`src/rtl/seq_pkg.sv`:
```
// seq_pkg: shared state encoding and sizing helper for the serial pattern generator
package seq_pkg;

   typedef enum logic [1:0] {
      IDLE = 2'd0,
      SEND = 2'd1,
      GAP  = 2'd2
   } seq_state_e;

   function automatic int idx_bits(input int width);
      return (width > 1) ? $clog2(width) : 1;
   endfunction

endpackage

```
`src/rtl/seq_gen.sv`:
```
// seq_gen: bursts a fixed bit pattern MSB first, repeated with optional idle gaps
module seq_gen
   import seq_pkg::*;
#(
   parameter int               WIDTH = 5,
   parameter logic [WIDTH-1:0] SEQ   = 5'b10010,
   parameter int               CNT_W = 4
) (
   input  logic             clk,
   input  logic             rst_n,
   input  logic             start,
   input  logic [CNT_W-1:0] repeat_n,
   input  logic [CNT_W-1:0] gap,
   input  logic             abort,
   output logic             out,
   output logic             out_valid,
   output logic             busy,
   output logic             done
);

   localparam int            IW      = idx_bits(WIDTH);
   localparam logic [IW-1:0] IDX_TOP = IW'(WIDTH - 1);

   seq_state_e       state_q;
   logic [IW-1:0]    idx_q;
   logic [CNT_W-1:0] rep_q;
   logic [CNT_W-1:0] gap_q;
   logic [CNT_W-1:0] gcnt_q;
   logic             out_q;
   logic             valid_q;
   logic             busy_q;
   logic             done_q;

   // idx_q is the index of the bit currently on out; rep_q counts repetitions left including the current one
   always_ff @(posedge clk or negedge rst_n) begin
      if (!rst_n) begin
         state_q <= IDLE;
         idx_q   <= '0;
         rep_q   <= '0;
         gap_q   <= '0;
         gcnt_q  <= '0;
         out_q   <= 1'b0;
         valid_q <= 1'b0;
         busy_q  <= 1'b0;
         done_q  <= 1'b0;
      end else begin
         done_q <= 1'b0;
         case (state_q)
            IDLE: begin
               if (start && !abort && repeat_n != '0) begin
                  state_q <= SEND;
                  rep_q   <= repeat_n;
                  gap_q   <= gap;
                  idx_q   <= IDX_TOP;
                  out_q   <= SEQ[WIDTH-1];
                  valid_q <= 1'b1;
                  busy_q  <= 1'b1;
               end
            end
            SEND: begin
               if (abort) begin
                  state_q <= IDLE;
                  out_q   <= 1'b0;
                  valid_q <= 1'b0;
                  busy_q  <= 1'b0;
               end else if (idx_q != '0) begin
                  idx_q <= idx_q - 1'b1;
                  out_q <= SEQ[idx_q - 1'b1];
               end else if (rep_q == CNT_W'(1)) begin
                  state_q <= IDLE;
                  out_q   <= 1'b0;
                  valid_q <= 1'b0;
                  busy_q  <= 1'b0;
                  done_q  <= 1'b1;
               end else if (gap_q == '0) begin
                  rep_q <= rep_q - CNT_W'(1);
                  idx_q <= IDX_TOP;
                  out_q <= SEQ[WIDTH-1];
               end else begin
                  rep_q   <= rep_q - CNT_W'(1);
                  state_q <= GAP;
                  gcnt_q  <= gap_q;
                  out_q   <= 1'b0;
                  valid_q <= 1'b0;
               end
            end
            GAP: begin
               if (abort) begin
                  state_q <= IDLE;
                  busy_q  <= 1'b0;
               end else if (gcnt_q == CNT_W'(1)) begin
                  state_q <= SEND;
                  idx_q   <= IDX_TOP;
                  out_q   <= SEQ[WIDTH-1];
                  valid_q <= 1'b1;
               end else begin
                  gcnt_q <= gcnt_q - CNT_W'(1);
               end
            end
            default: begin
               state_q <= IDLE;
               out_q   <= 1'b0;
               valid_q <= 1'b0;
               busy_q  <= 1'b0;
            end
         endcase
      end
   end

   assign out       = out_q;
   assign out_valid = valid_q;
   assign busy      = busy_q;
   assign done      = done_q;

endmodule

```
`config.mk`:
```
export PLATFORM = sky130hd
export DESIGN_NAME = seq_gen
export DESIGN_NICKNAME = d
export VERILOG_FILES = /design/src/rtl/seq_pkg.sv /design/src/rtl/seq_gen.sv
export SDC_FILE = /design/constraint.sdc
export NUM_CORES = 1
export LEC_CHECK = 0
export CAP_MARGIN = 20
export CORE_MARGIN = 3
export CORE_UTILIZATION = 34
export CTS_BUF_LIST = sky130_fd_sc_hd__clkbuf_8
export DETAILED_ROUTE_END_ITERATION = 6
export RECOVER_POWER = 50
export SETUP_SLACK_MARGIN = 0.05
export SYNTH_ARGS = -nofsm -noshare
export SYNTH_HDL_FRONTEND = slang
export SYNTH_SLANG_ARGS = --single-unit
```
`constraint.sdc`:
```
create_clock -name clk -period 3.3 [get_ports clk]
set_clock_uncertainty 0.2 [all_clocks]
set_input_delay 0.33 -clock clk [delete_from_list [all_inputs] [get_ports clk]]
set_output_delay 0.33 -clock clk [all_outputs]
set_load 0.01 [all_outputs]
```
* Word-level counts from Yosys, hierarchy flattened
Memory sizes are Yosys's and may differ from the RTL's.
Index checks and enable logic that the tools add are counted.
** Operators by class
- Add/sub/neg operators :: 3
- Order comparisons :: 1
- Eq/ne operators :: 19
- Multiplexer cells :: 51
- Reductions and logical operators :: 18
** Operators with widths (number)
- $mux W4 :: 10
- $mux W3 :: 7
- $mux W1 :: 20
- $ne A2 B2 Y1 const B :: 9
- $pmux W4 S2 :: 2
- $ne A3 B3 Y1 const B :: 5
- $mux W2 :: 7
- $reduce_and A7 Y1 :: 2
- $reduce_and A5 Y1 :: 2
- $pmux W1 S3 :: 3
- $pmux W3 S3 :: 1
- $eq A4 B1 Y1 const B :: 2
- $reduce_and A4 Y1 :: 2
- $sub A4 B1 Y4 const B :: 2
- $pmux W2 S3 :: 1
- $reduce_bool A3 Y1 :: 2
- $logic_not A4 Y1 :: 1
- $lt A3 B4 Y1 const B :: 1
- $ne A4 B4 Y1 const B :: 1
- $reduce_bool A2 Y1 :: 2
- $reduce_bool A4 Y1 :: 1
- $reduce_and A3 Y1 :: 1
- $sub A3 B1 Y3 const B :: 1
- $eq A2 B1 Y1 const B :: 1
- 5 further kinds :: 6
** Storage, ports and cells
- Bits in registers :: 21
- Bits in read-only memories :: 8
- Bits of input ports :: 12
- Memories kept :: 1
** Memory list
- (name not given) :: depth 8, bits a word 1, rd ports 1, clocked after memory_dff 0, wr ports 0, RTL line seq_gen.sv:68 : out_q <= SEQ[idx_q - 1'b1];

* Logic depth before layout (Yosys ltp)
- Word-level depth :: 6
- Mapped depth :: 8
- Mapped depth without buffers :: 8

* Least setup slack after synthesis
Ideal clock, no wire load.
- Path type :: register -> register
- From :: reg idx_q[0]
- To :: reg rep_q[0]
- Library setup time :: 0.079 ns
- Data arrival time :: 1.556 ns
- Required time :: 3.021 ns
- Path slack :: 1.464 ns
- Cell stages (with the launch flop) :: 8
- Path buffers :: 0
- Clock period less this slack :: 1.836 ns
- Cells stage by stage :: dfrtp_1 -> inv_1 -> ha_1 -> ha_1 -> nand3b_4 -> or3_1 -> a21oi_1 -> a2bb2oi_1
** On the way
- Longest elaborated chain between the ends :: 3
** RTL lines
- from (decl) :: RTL line seq_gen.sv:25 : logic [IW-1:0] idx_q;
- from (signal assigned) :: RTL line seq_gen.sv:67 : idx_q <= idx_q - 1'b1;
- $reduce_bool A3 Y1 :: RTL line seq_gen.sv:66 : end else if (idx_q != '0) begin
- $ne A2 B2 Y1 (no line)
- $reduce_and A5 Y1 (no line)
- to (signal assigned) :: RTL line seq_gen.sv:52 : rep_q <= repeat_n;
- to (signal assigned) :: RTL line seq_gen.sv:76 : rep_q <= rep_q - CNT_W'(1);
- to (signal assigned) :: RTL line seq_gen.sv:80 : rep_q <= rep_q - CNT_W'(1);
- to (decl) :: RTL line seq_gen.sv:26 : logic [CNT_W-1:0] rep_q;
No other way between the ends.
A chain may end at the register's enable or synchronous reset.

* Worst setup path in the final report
- From :: reg state_q[0]
- To :: reg gcnt_q[0]
** On the way
- Longest elaborated chain between the ends :: 3
** RTL lines
- from (decl) :: RTL line seq_gen.sv:24 : seq_state_e state_q;
- from (signal assigned) :: RTL line seq_gen.sv:37 : state_q <= IDLE;
- from (signal assigned) :: RTL line seq_gen.sv:51 : state_q <= SEND;
- from (signal assigned) :: RTL line seq_gen.sv:62 : state_q <= IDLE;
- $eq A2 B2 Y1 or $eq A2 B1 Y1 (tied branches) :: RTL line seq_gen.sv:48 : case (state_q)
- $ne A2 B2 Y1 (no line) or $reduce_bool A2 Y1 (tied branches)
- $reduce_and A7 Y1 (no line)
- to (signal assigned) :: RTL line seq_gen.sv:82 : gcnt_q <= gap_q;
- to (signal assigned) :: RTL line seq_gen.sv:97 : gcnt_q <= gcnt_q - CNT_W'(1);
- to (decl) :: RTL line seq_gen.sv:28 : logic [CNT_W-1:0] gcnt_q;
Several ways; a longest one is shown, not always the timed one.

==> flow_metrics.py <==
metrics = {
    "cts": {
        "cts.repair.resized": 0,
        "cts_tree": "built",
        "cts_buffers": 3,
        "numClockSinks": 21,
        "h-tree-depth": 1,
        "post_cts_buffers": 0,
        "clock_path_buffers": 2,
        "cts-root-buf": "clkbuf_8",
        "hold_buffers": 0,
        "cts.clk_slew.worst_paths_ps": 80,
        "insertion_delay_ps": 260,
    },
    "worst_setup_path": {
        "worstPathMaxFanout": 13,
        "r2r-start": "state_q[0]",
        "startpoint": "state_q[0]",
        "cp.required_ps": 3260,
        "worstSetupPathType": "flip-flop to flip-flop",
        "end_kind": "flip-flop",
        "start_kind": "flip-flop",
        "critPathArrivalTime_ps": 2050,
    },
    "synthesis": {
        "synthMuxAreaShare_pct": 5.88,
        "netlist.area_leader.share_pct": 41.2,
        "synth_cells": 122,
        "synth-edff-count": 0,
        "synth_area_leaders": "dfrtp_1 (41%), ha_1 (6.9%), a21oi_1 (3.9%)",
        "syn_nets": 141,
        "ys_seq_area_share_pct": 41.2,
        "synth_cell_type_count": 43,
        "synth_warnings": 0,
        "synth_top_area_cell": "dfrtp_1",
        "syn_area_per_cell_sq_um": 10.5,
        "ys_ff_latch": 21,
        "synthAdderAreaFrac_pct": 6.86,
        "yosys.area_share.simple_pct": 22.1,
        "synth_xor_area_share_pct": 1.27,
        "synthArstFlopShare_pct": 100,
        "synth_area_sq_um": 1280,
        "synth_compound_area_share_pct": 18.1,
        "synthFlopType": "dfrtp_1",
        "synth_top_family_by_area": "simple AND/OR/NAND/NOR gates",
    },
    "timing": {
        "setup_slack_ps": 1210,
        "slew_headroom_pct": 26.1,
        "setup_viol": 0,
        "period_share_pct": 63.4,
        "fin_tns_setup_ps": 0,
        "fin_crit_ps": 2090,
        "tightest_slew_ps": 1110,
        "fmax_ghz": 0.478,
        "rsz0062_at_grt": "no",
        "maxSlewViolCount": 0,
        "finalHoldViolations": 0,
    },
    "global_routing": {
        "grt_pass1_vias": 979,
        "overflow": 0,
        "grt_max_degree": 22,
        "antenna_found_initial": 0,
        "grt_pass1_wl_mm": 4.50,
        "track_usage_pct": 13.2,
    },
    "placement": {
        "gp_congestion": 0.840,
        "pre_cts_slack_ps": 990,
        "io_buffers": 15,
        "dp.final_hpwl_mm": 1.99,
    },
    "min_path": {
        "holdCritPathClass": "input pin to async pin",
    },
    "floorplan": {
        "die_area_sq_um": 4520,
        "io-pin-count": 16,
        "placementRows": 21,
        "die_x_um": 67.3,
        "core_sq_um": 3470,
        "die_h_um": 67.3,
        "start_util_pct": 36.8,
    },
    "detailed_routing": {
        "drt_iter0_drc": 50,
        "vias": 953,
        "drt-vias-per-instance": 5.15,
        "first_pass_iters": 4,
        "routed_wl_mm": 2.60,
        "ant_nets": 0,
        "wl_per_cell_um": 14.0,
        "drc": 0,
    },
    "job": {
        "max_cap_viol_count": 0,
    },
    "final_layout": {
        "layout.nets": 159,
        "layout_common_cells": "dfrtp_1 (21), clkdlybuf4s50_1 (13), inv_1 (10), nor2_1 (10), a21oi_1 (10)",
        "num_antenna_cells": 0,
        "final_common_cell": "dfrtp_1",
        "area_growth_pct": 18.5,
        "final_core_util_pct": 43.6,
        "drive_gt1_share_pct": 17.3,
    },
    "power": {
        "ir_drop_mv": 0.441,
        "powerDensity_nw_per_um2": 734,
        "leakage_nw": 0.668,
    },
    "outcome": {
        "status": "finished, final reports clean",
    },
}
-- synth_stat cells, drive strengths merged (2+ instances only) --
cell,n
dfrtp,21
a21oi,11
inv,10
nor2,10
ha,7
o21ai,7
mux2,4
nand2,4
nand3,4
nor3,4
buf,3
mux2i,3
or3,3
a2bb2oi,2
and4,2
nand2b,2
nand3b,2
nor2b,2
nor3b,2
nor4,2
o2bb2ai,2
or4,2
-- kinds of logic after synthesis --
| family | count (synthesis) |
|---|---|
| AND/OR/NAND/NOR | 41 |
| AO/OA/AOI/OAI | 32 |
| flip-flops | 21 |
| buffers and inverters | 13 |
| multiplexers | 7 |
| adder cells (fa/ha/maj) | 7 |
| XOR/XNOR | 1 |
-- per-layer routing --
metal  wire, um  vias to the layer above  GRT usage, %  share of wire, %
li1           -                      478             -                 -
met3         87                        2          3.49               3.3
met5          0                        -             0                 0
met1       1300                      455          18.1                50
met2       1170                       18          20.7                45
met4         36                        0          3.04               1.4
-- final timing paths --
check,endpoint,slack (ps),cells after the start
max in group asynchronous,gap_q[1],1610,2
min reg2reg,gcnt_q[3],320,1
max reg2reg,gcnt_q[0],1210,5
max,gcnt_q[0],1210,5
min in group clk,gcnt_q[3],320,1
min,rep_q[0],80,1
-- power by group --
group          leakage (nW)  switching (mW)  internal [mW]  total, mW
Sequential            0.252           0.116          0.364      0.480
Clock                0.0255          0.0871         0.0842      0.171
Combinational         0.391           0.219          0.240      0.460
Total                 0.668           0.423          0.688       1.11
-- cell type report --
cell class	instances	area, sq um
Clock buffer	3	41.3
Clock inverter	1	5.00
Fill cell	360	1960
Inverter	10	37.5
Multi-Input combinational cell	88	692
Sequential cell	21	526
Tap cell	46	57.6
Timing Repair Buffer	16	154
-- worst max-delay path, stage by stage, from the launching register on --
cell	delay, ps
dfrtp_1	710
nand2b_1	410
a21oi_2	140
o21ai_2	200
inv_1	110
a22o_1	210
-- registers in the layout (all words and copies together), names as in the netlist --
| name | flops |
|---|---|
| done | 1 |
| busy | 1 |
| gcnt_q | 4 |
| gap_q | 4 |
| out_valid | 1 |
| out | 1 |
| state_q | 2 |
| idx_q | 3 |
| rep_q | 4 |
-- stage by stage --
step	instances	hold slack [ps]	total power [mW]	instance area [sq um]
2_1_floorplan	122	-166	0.802	1280
3_3_place_gp	180	300	0.934	1460
3_5_place_dp	180	294	0.945	1460
4_1_cts	184	317	1.12	1510
5_1_grt	185	69.9	1.21	1510
6_report	185	80.5	1.11	1510
No activity file was read; power rests on OpenSTA's default activity.
